File: src/rtl/fifo_pkg.sv
// Shared FIFO definitions: read-mode constants, pointer sizing and parameter legality checks.
// Used by both the single-clock and the dual-clock FIFO.
`ifndef FIFO_PKG_MACROS
`define FIFO_PKG_MACROS
`define FIFO_DEPTH_LEGAL(d)       (((d) >= 2) && (((d) & ((d) - 1)) == 0))
`define FIFO_AF_LEGAL(af, d)      (((af) >= 1) && ((af) <= (d)))
`define FIFO_AE_LEGAL(ae, d)      (((ae) >= 0) && ((ae) <= ((d) - 1)))
`endif

package fifo_pkg;

    localparam int FIFO_STD  = 0;
    localparam int FIFO_FWFT = 1;

    function automatic int ptr_width(input int depth);
        return $clog2(depth);
    endfunction

    function automatic bit depth_legal(input int depth);
        return `FIFO_DEPTH_LEGAL(depth);
    endfunction

    function automatic bit af_legal(input int af_level, input int depth);
        return `FIFO_AF_LEGAL(af_level, depth);
    endfunction

    function automatic bit ae_legal(input int ae_level, input int depth);
        return `FIFO_AE_LEGAL(ae_level, depth);
    endfunction

endpackage

File: src/rtl/sync_fifo_ram.sv
// FIFO storage: synchronous write port, asynchronous read port, contents never reset.
module sync_fifo_ram #(
    parameter int DATA_WIDTH = 8,
    parameter int DEPTH      = 16,
    parameter int ADDR_WIDTH = 4
) (
    input  logic                  clk,
    input  logic                  we,
    input  logic [ADDR_WIDTH-1:0] waddr,
    input  logic [DATA_WIDTH-1:0] wdata,
    input  logic [ADDR_WIDTH-1:0] raddr,
    output logic [DATA_WIDTH-1:0] rdata
);

    logic [DATA_WIDTH-1:0] mem [DEPTH];

    always_ff @(posedge clk) begin
        if (we) begin
            mem[waddr] <= wdata;
        end
    end

    assign rdata = mem[raddr];

endmodule

File: src/rtl/sync_fifo.sv
// Single-clock FIFO with occupancy count, threshold flags, error pulses and
// selectable standard / first-word-fall-through read mode.
module sync_fifo
    import fifo_pkg::*;
#(
    parameter int DATA_WIDTH = 8,
    parameter int DEPTH      = 16,
    parameter int PTR_WIDTH  = ptr_width(DEPTH),
    parameter int AF_LEVEL   = DEPTH - 2,
    parameter int AE_LEVEL   = 2,
    parameter int FWFT       = FIFO_STD
) (
    input  logic                  clk,
    input  logic                  rst,
    input  logic                  w_en,
    input  logic [DATA_WIDTH-1:0] data_in,
    input  logic                  r_en,
    output logic [DATA_WIDTH-1:0] data_out,
    output logic                  full,
    output logic                  empty,
    output logic                  almost_full,
    output logic                  almost_empty,
    output logic [PTR_WIDTH:0]    count,
    output logic                  overflow,
    output logic                  underflow
);

    generate
        if (!depth_legal(DEPTH)) begin : g_bad_depth
            $error("sync_fifo: DEPTH must be a power of two and at least 2");
        end
        if (!af_legal(AF_LEVEL, DEPTH)) begin : g_bad_af
            $error("sync_fifo: AF_LEVEL must lie in 1..DEPTH");
        end
        if (!ae_legal(AE_LEVEL, DEPTH)) begin : g_bad_ae
            $error("sync_fifo: AE_LEVEL must lie in 0..DEPTH-1");
        end
    endgenerate

    localparam logic [PTR_WIDTH:0] DEPTH_C = (PTR_WIDTH + 1)'(DEPTH);
    localparam logic [PTR_WIDTH:0] AF_C    = (PTR_WIDTH + 1)'(AF_LEVEL);
    localparam logic [PTR_WIDTH:0] AE_C    = (PTR_WIDTH + 1)'(AE_LEVEL);

    logic [PTR_WIDTH:0]    wptr_reg;
    logic [PTR_WIDTH:0]    rptr_reg;
    logic [PTR_WIDTH:0]    count_reg;
    logic                  overflow_reg;
    logic                  underflow_reg;
    logic                  wr_acc;
    logic                  rd_acc;
    logic [DATA_WIDTH-1:0] head_data;

    // Flags come straight from the registered count, so no input reaches an output combinationally.
    assign full         = (count_reg == DEPTH_C);
    assign empty        = (count_reg == '0);
    assign almost_full  = (count_reg >= AF_C);
    assign almost_empty = (count_reg <= AE_C);
    assign count        = count_reg;
    assign overflow     = overflow_reg;
    assign underflow    = underflow_reg;

    assign wr_acc = w_en & ~full;
    assign rd_acc = r_en & ~empty;

    sync_fifo_ram #(
        .DATA_WIDTH (DATA_WIDTH),
        .DEPTH      (DEPTH),
        .ADDR_WIDTH (PTR_WIDTH)
    ) u_ram (
        .clk   (clk),
        .we    (wr_acc),
        .waddr (wptr_reg[PTR_WIDTH-1:0]),
        .wdata (data_in),
        .raddr (rptr_reg[PTR_WIDTH-1:0]),
        .rdata (head_data)
    );

    always_ff @(posedge clk) begin
        if (rst) begin
            wptr_reg      <= '0;
            rptr_reg      <= '0;
            count_reg     <= '0;
            overflow_reg  <= 1'b0;
            underflow_reg <= 1'b0;
        end else begin
            if (wr_acc) begin
                wptr_reg <= wptr_reg + 1'b1;
            end
            if (rd_acc) begin
                rptr_reg <= rptr_reg + 1'b1;
            end
            if (wr_acc && !rd_acc) begin
                count_reg <= count_reg + 1'b1;
            end else if (rd_acc && !wr_acc) begin
                count_reg <= count_reg - 1'b1;
            end
            overflow_reg  <= w_en & full;
            underflow_reg <= r_en & empty;
        end
    end

    generate
        if (FWFT == FIFO_FWFT) begin : g_fwft
            // Head word is presented directly; zero masks stale memory when nothing is queued.
            assign data_out = empty ? '0 : head_data;
        end else begin : g_std
            logic [DATA_WIDTH-1:0] data_out_reg;

            always_ff @(posedge clk) begin
                if (rst) begin
                    data_out_reg <= '0;
                end else if (rd_acc) begin
                    data_out_reg <= head_data;
                end
            end

            assign data_out = data_out_reg;
        end
    endgenerate

endmodule

File: config.mk
export PLATFORM = sky130hd
export DESIGN_NAME = sync_fifo
export DESIGN_NICKNAME = d
export VERILOG_FILES = /design/src/rtl/fifo_pkg.sv /design/src/rtl/sync_fifo_ram.sv /design/src/rtl/sync_fifo.sv
export SDC_FILE = /design/constraint.sdc
export NUM_CORES = 1
export LEC_CHECK = 0
export ABC_AREA = 0
export CORE_AREA = 2 2 108 110
export CTS_CLUSTER_DIAMETER = 80
export CTS_CLUSTER_SIZE = 8
export DETAILED_ROUTE_END_ITERATION = 10
export DIE_AREA = 0 0 110 112
export GPL_TIMING_DRIVEN = 1
export PLACE_DENSITY = 0.8
export SKIP_CTS_REPAIR_TIMING = 1
export SLEW_MARGIN = 5
export SYNTH_ARGS = -nofsm -noshare
export SYNTH_HDL_FRONTEND = slang
export SYNTH_SLANG_ARGS = --single-unit
File: constraint.sdc
create_clock -name clk -period 9.1 [get_ports clk]
set_clock_uncertainty 0.05 [all_clocks]
set_input_delay 0.91 -clock clk [delete_from_list [all_inputs] [get_ports clk]]
set_output_delay 0.91 -clock clk [all_outputs]
set_load 0.01 [all_outputs]
==> results.txt <==
Final Hold Fails: 0
DRT Pass-1 Iters: 5
Status: complete, no violations
Crit. End Element: flop
Yosys Warn Count: 0
WL/cell: 22.0 microns
Number of synthesized flops with an enable pin: 128
Commonest cells post-synth: 128 x edfxtp_1, 45 x nor2_1, 36 x mux2i_1
Top-area cell type share of the netlist area: 63.1%
Area growth, synth to finish: 15.8%
WL final: 12.2 mm
Worst Tran Pin Value: 1.13 ns
Cell area after synthesis: 0.00609 sq mm
R2R Setup Slk: 5.58 ns
Met2 GRT Util: 33.7%
Layout cells sized above 1: 15.1%
Final nets: 420
Routed Antenna Nets: 0
Slowest stage delay, CP: 0.76 ns
CTS HTree Levels: 4
Max-slew violations: 0
Die height: 112 microns
Worst Path Required: 9.36 ns
Clk root buf: clkbuf_16
CTS buffer count: 17
Max_cap viols: 0
Sequential cell area: 0.00431 sq mm
LEAKAGE: 2.25 nW
Leading area contributor after synthesis: edfxtp_1
Main flop type after synthesis: edfxtp_1
DR vias: 3345
Clock latency at the later pin of the worst-skew pair: 0.42 ns
Worst setup SP type: input port
Via density: 6.04
Worst hold slack: 0.495 ns
Worst-case clock buffer depth: 2
Area of the multi-input gates: 0.00165 sq mm
FF-to-FF Start: count[1]
N_diodes: 0
Max reg flops: 128
Clock transition at path regs: 0.06 ns
Initial antenna violation count: 0
Count leader, synth: edfxtp_1
Worst path bufs/invs: 3
Gr busiest metal: met2
Chip width: 110 microns
DR iter-0 viols: 405
I/O pins: 31
M3 GR Usage: 5.85%
Total clock sinks: 151
Min cycle time layout: 3.66 ns
Worst Hold Class: reg2reg
GRT Residual Overflow: 0
Row count: 39
Register bit total from synthesis: 151
Setup violators final: 0
Hold endpoint: data_out[6]
Syn Nets: 389
Maximum clock rate: 0.273 GHz
TNS Setup: 0 ns
Global-route usage over all layers: 21.6%
DRC violation count after routing: 0
Gate count of the mapped netlist: 367
Mapped Avg Cell Area: 16.6 sq um
Asr flop ratio synth: 0%
WP data arrival: 3.92 ns
Hold path depth: 2
Detailed placement HPWL: 7.28 mm
Port Buf Inserts: 30
GP Congestion: 0.739
Power density over the cells: 274 mW/mm^2
Worst reg-to-reg path cell count: 10
Register area share after synthesis: 70.7%
FF-to-FF End: count[4]
Largest net degree at the start of global routing: 50
Die area: 0.0123 sq mm
RSZ-0062 raised after global routing: no
Delay-heaviest family, CP: compound AO/OA/AOI/OAI gates
Worst setup path category: in2reg
Critical Path, Cell by Cell: clkdlybuf4s50_1 -> o21a_1 -> inv_1 -> ha_1 -> inv_1 -> ha_1 -> a21o_1 -> a21oi_1 -> mux2i_1 -> mux2_2
Vias in the first global route: 3243
Yosys cell types: 38
Top post-synthesis cells by area: edfxtp_1 63%, dfxtp_1 7.6%, mux2i_1 5.9%, mux4_2 5.9%, nor2_1 2.8%
Tcrit/Tclk final: 40.2%
M1 GR Usage: 28.8%
CTS tree: done
Final-layout fill cell count: 762
Worst hold start: data_out[6]
Wire length of the first global-routing pass: 18.8 mm
Fin util: 63.1%
Critical Path Slowest Stage Cell: o21a_1
Slew headroom: 24.2%
CP Max Fanout: 19
Core area: 0.0112 sq mm
Initial core utilization: 54.5%
Worst VDD drop: 161 uV
[report_power, final]
| group | switching [mW] | internal (mW) | leakage (nW) |
|---|---|---|---|
| logic | 0.240 | 0.202 | 0.631 |
| clock network | 0.262 | 0.396 | 0.275 |
| registers | 0.0348 | 0.799 | 1.35 |
[worst min-delay path: stages (launching register included)]
cell	delay, ns
dfxtp_1	0.31
nor2_1	0.13
a311oi_2	0.06
[worst max path at each step]
stage                  start  cells after the start        to  slack, ns
floorplan           count[0]                     13  count[4]       6.02
global placement        r_en                     10  count[4]       5.21
detailed placement      r_en                     10  count[4]       5.11
CTS                     r_en                     10  count[4]       5.46
global route            r_en                     10  count[4]       5.30
finish                  r_en                     10  count[4]       5.44
[layout make-up]
class,instances,area share [%]
tap,143,2.54
clock inverter,6,0.568
timing repair buffer,36,4.90
inverter,4,0.213
sequential,151,61.0
clock buffer,26,7.40
multi-input combinational,188,23.3
[cell usage in the layout (no fill, tap or decap), types with 4 or more instances in the layout]
master | synthesis | layout
clkbuf_1 | 9 | 5
mux2i_1 | 36 | 36
xor2_1 | 6 | 6
inv_1 | 4 | 4
nor2_1 | 45 | 45
a311oi_2 | 8 | 8
dfxtp_1 | 23 | 22
clkdlybuf4s50_1 | 0 | 30
ha_1 | 9 | 9
nor3_1 | 4 | 4
clkbuf_16 | 0 | 19
edfxtp_1 | 128 | 128
buf_4 | 1 | 6
nand2_1 | 4 | 4
o22ai_1 | 16 | 16
mux4_2 | 16 | 16
a22oi_1 | 8 | 8
[metal layers]
metal | routed length (microns) | part of all wire, % | up-vias
li1 | - | - | 1485
met1 | 4590 | 38 | 1670
met2 | 6180 | 51 | 170
met3 | 1070 | 8.8 | 20
met4 | 347 | 2.8 | 0
met5 | 0 | 0 | -
[metrics by stage]
stage          setup slack [ns]  instance area [sq um]  cells  power (mW)
5_1_grt                    5.30                   7050    554        2.01
6_report                   5.44                   7050    554        1.93
2_1_floorplan              6.02                   6090    367        1.14
4_1_cts                    5.46                   7050    554        1.94
3_3_place_gp               5.21                   6490    522        1.26
3_5_place_dp               5.11                   6490    522        1.28
[cell families after synthesis]
group                    share of synthesized area (%)
buffers and inverters                             2.28
AO/OA/AOI/OAI                                     6.31
flip-flops                                        70.7
multiplexers                                      12.0
AND/OR/NAND/NOR                                   5.24
XOR/XNOR                                          1.29
adder cells (fa/ha/maj)                           2.18
Power figures use the tool's default switching activity.
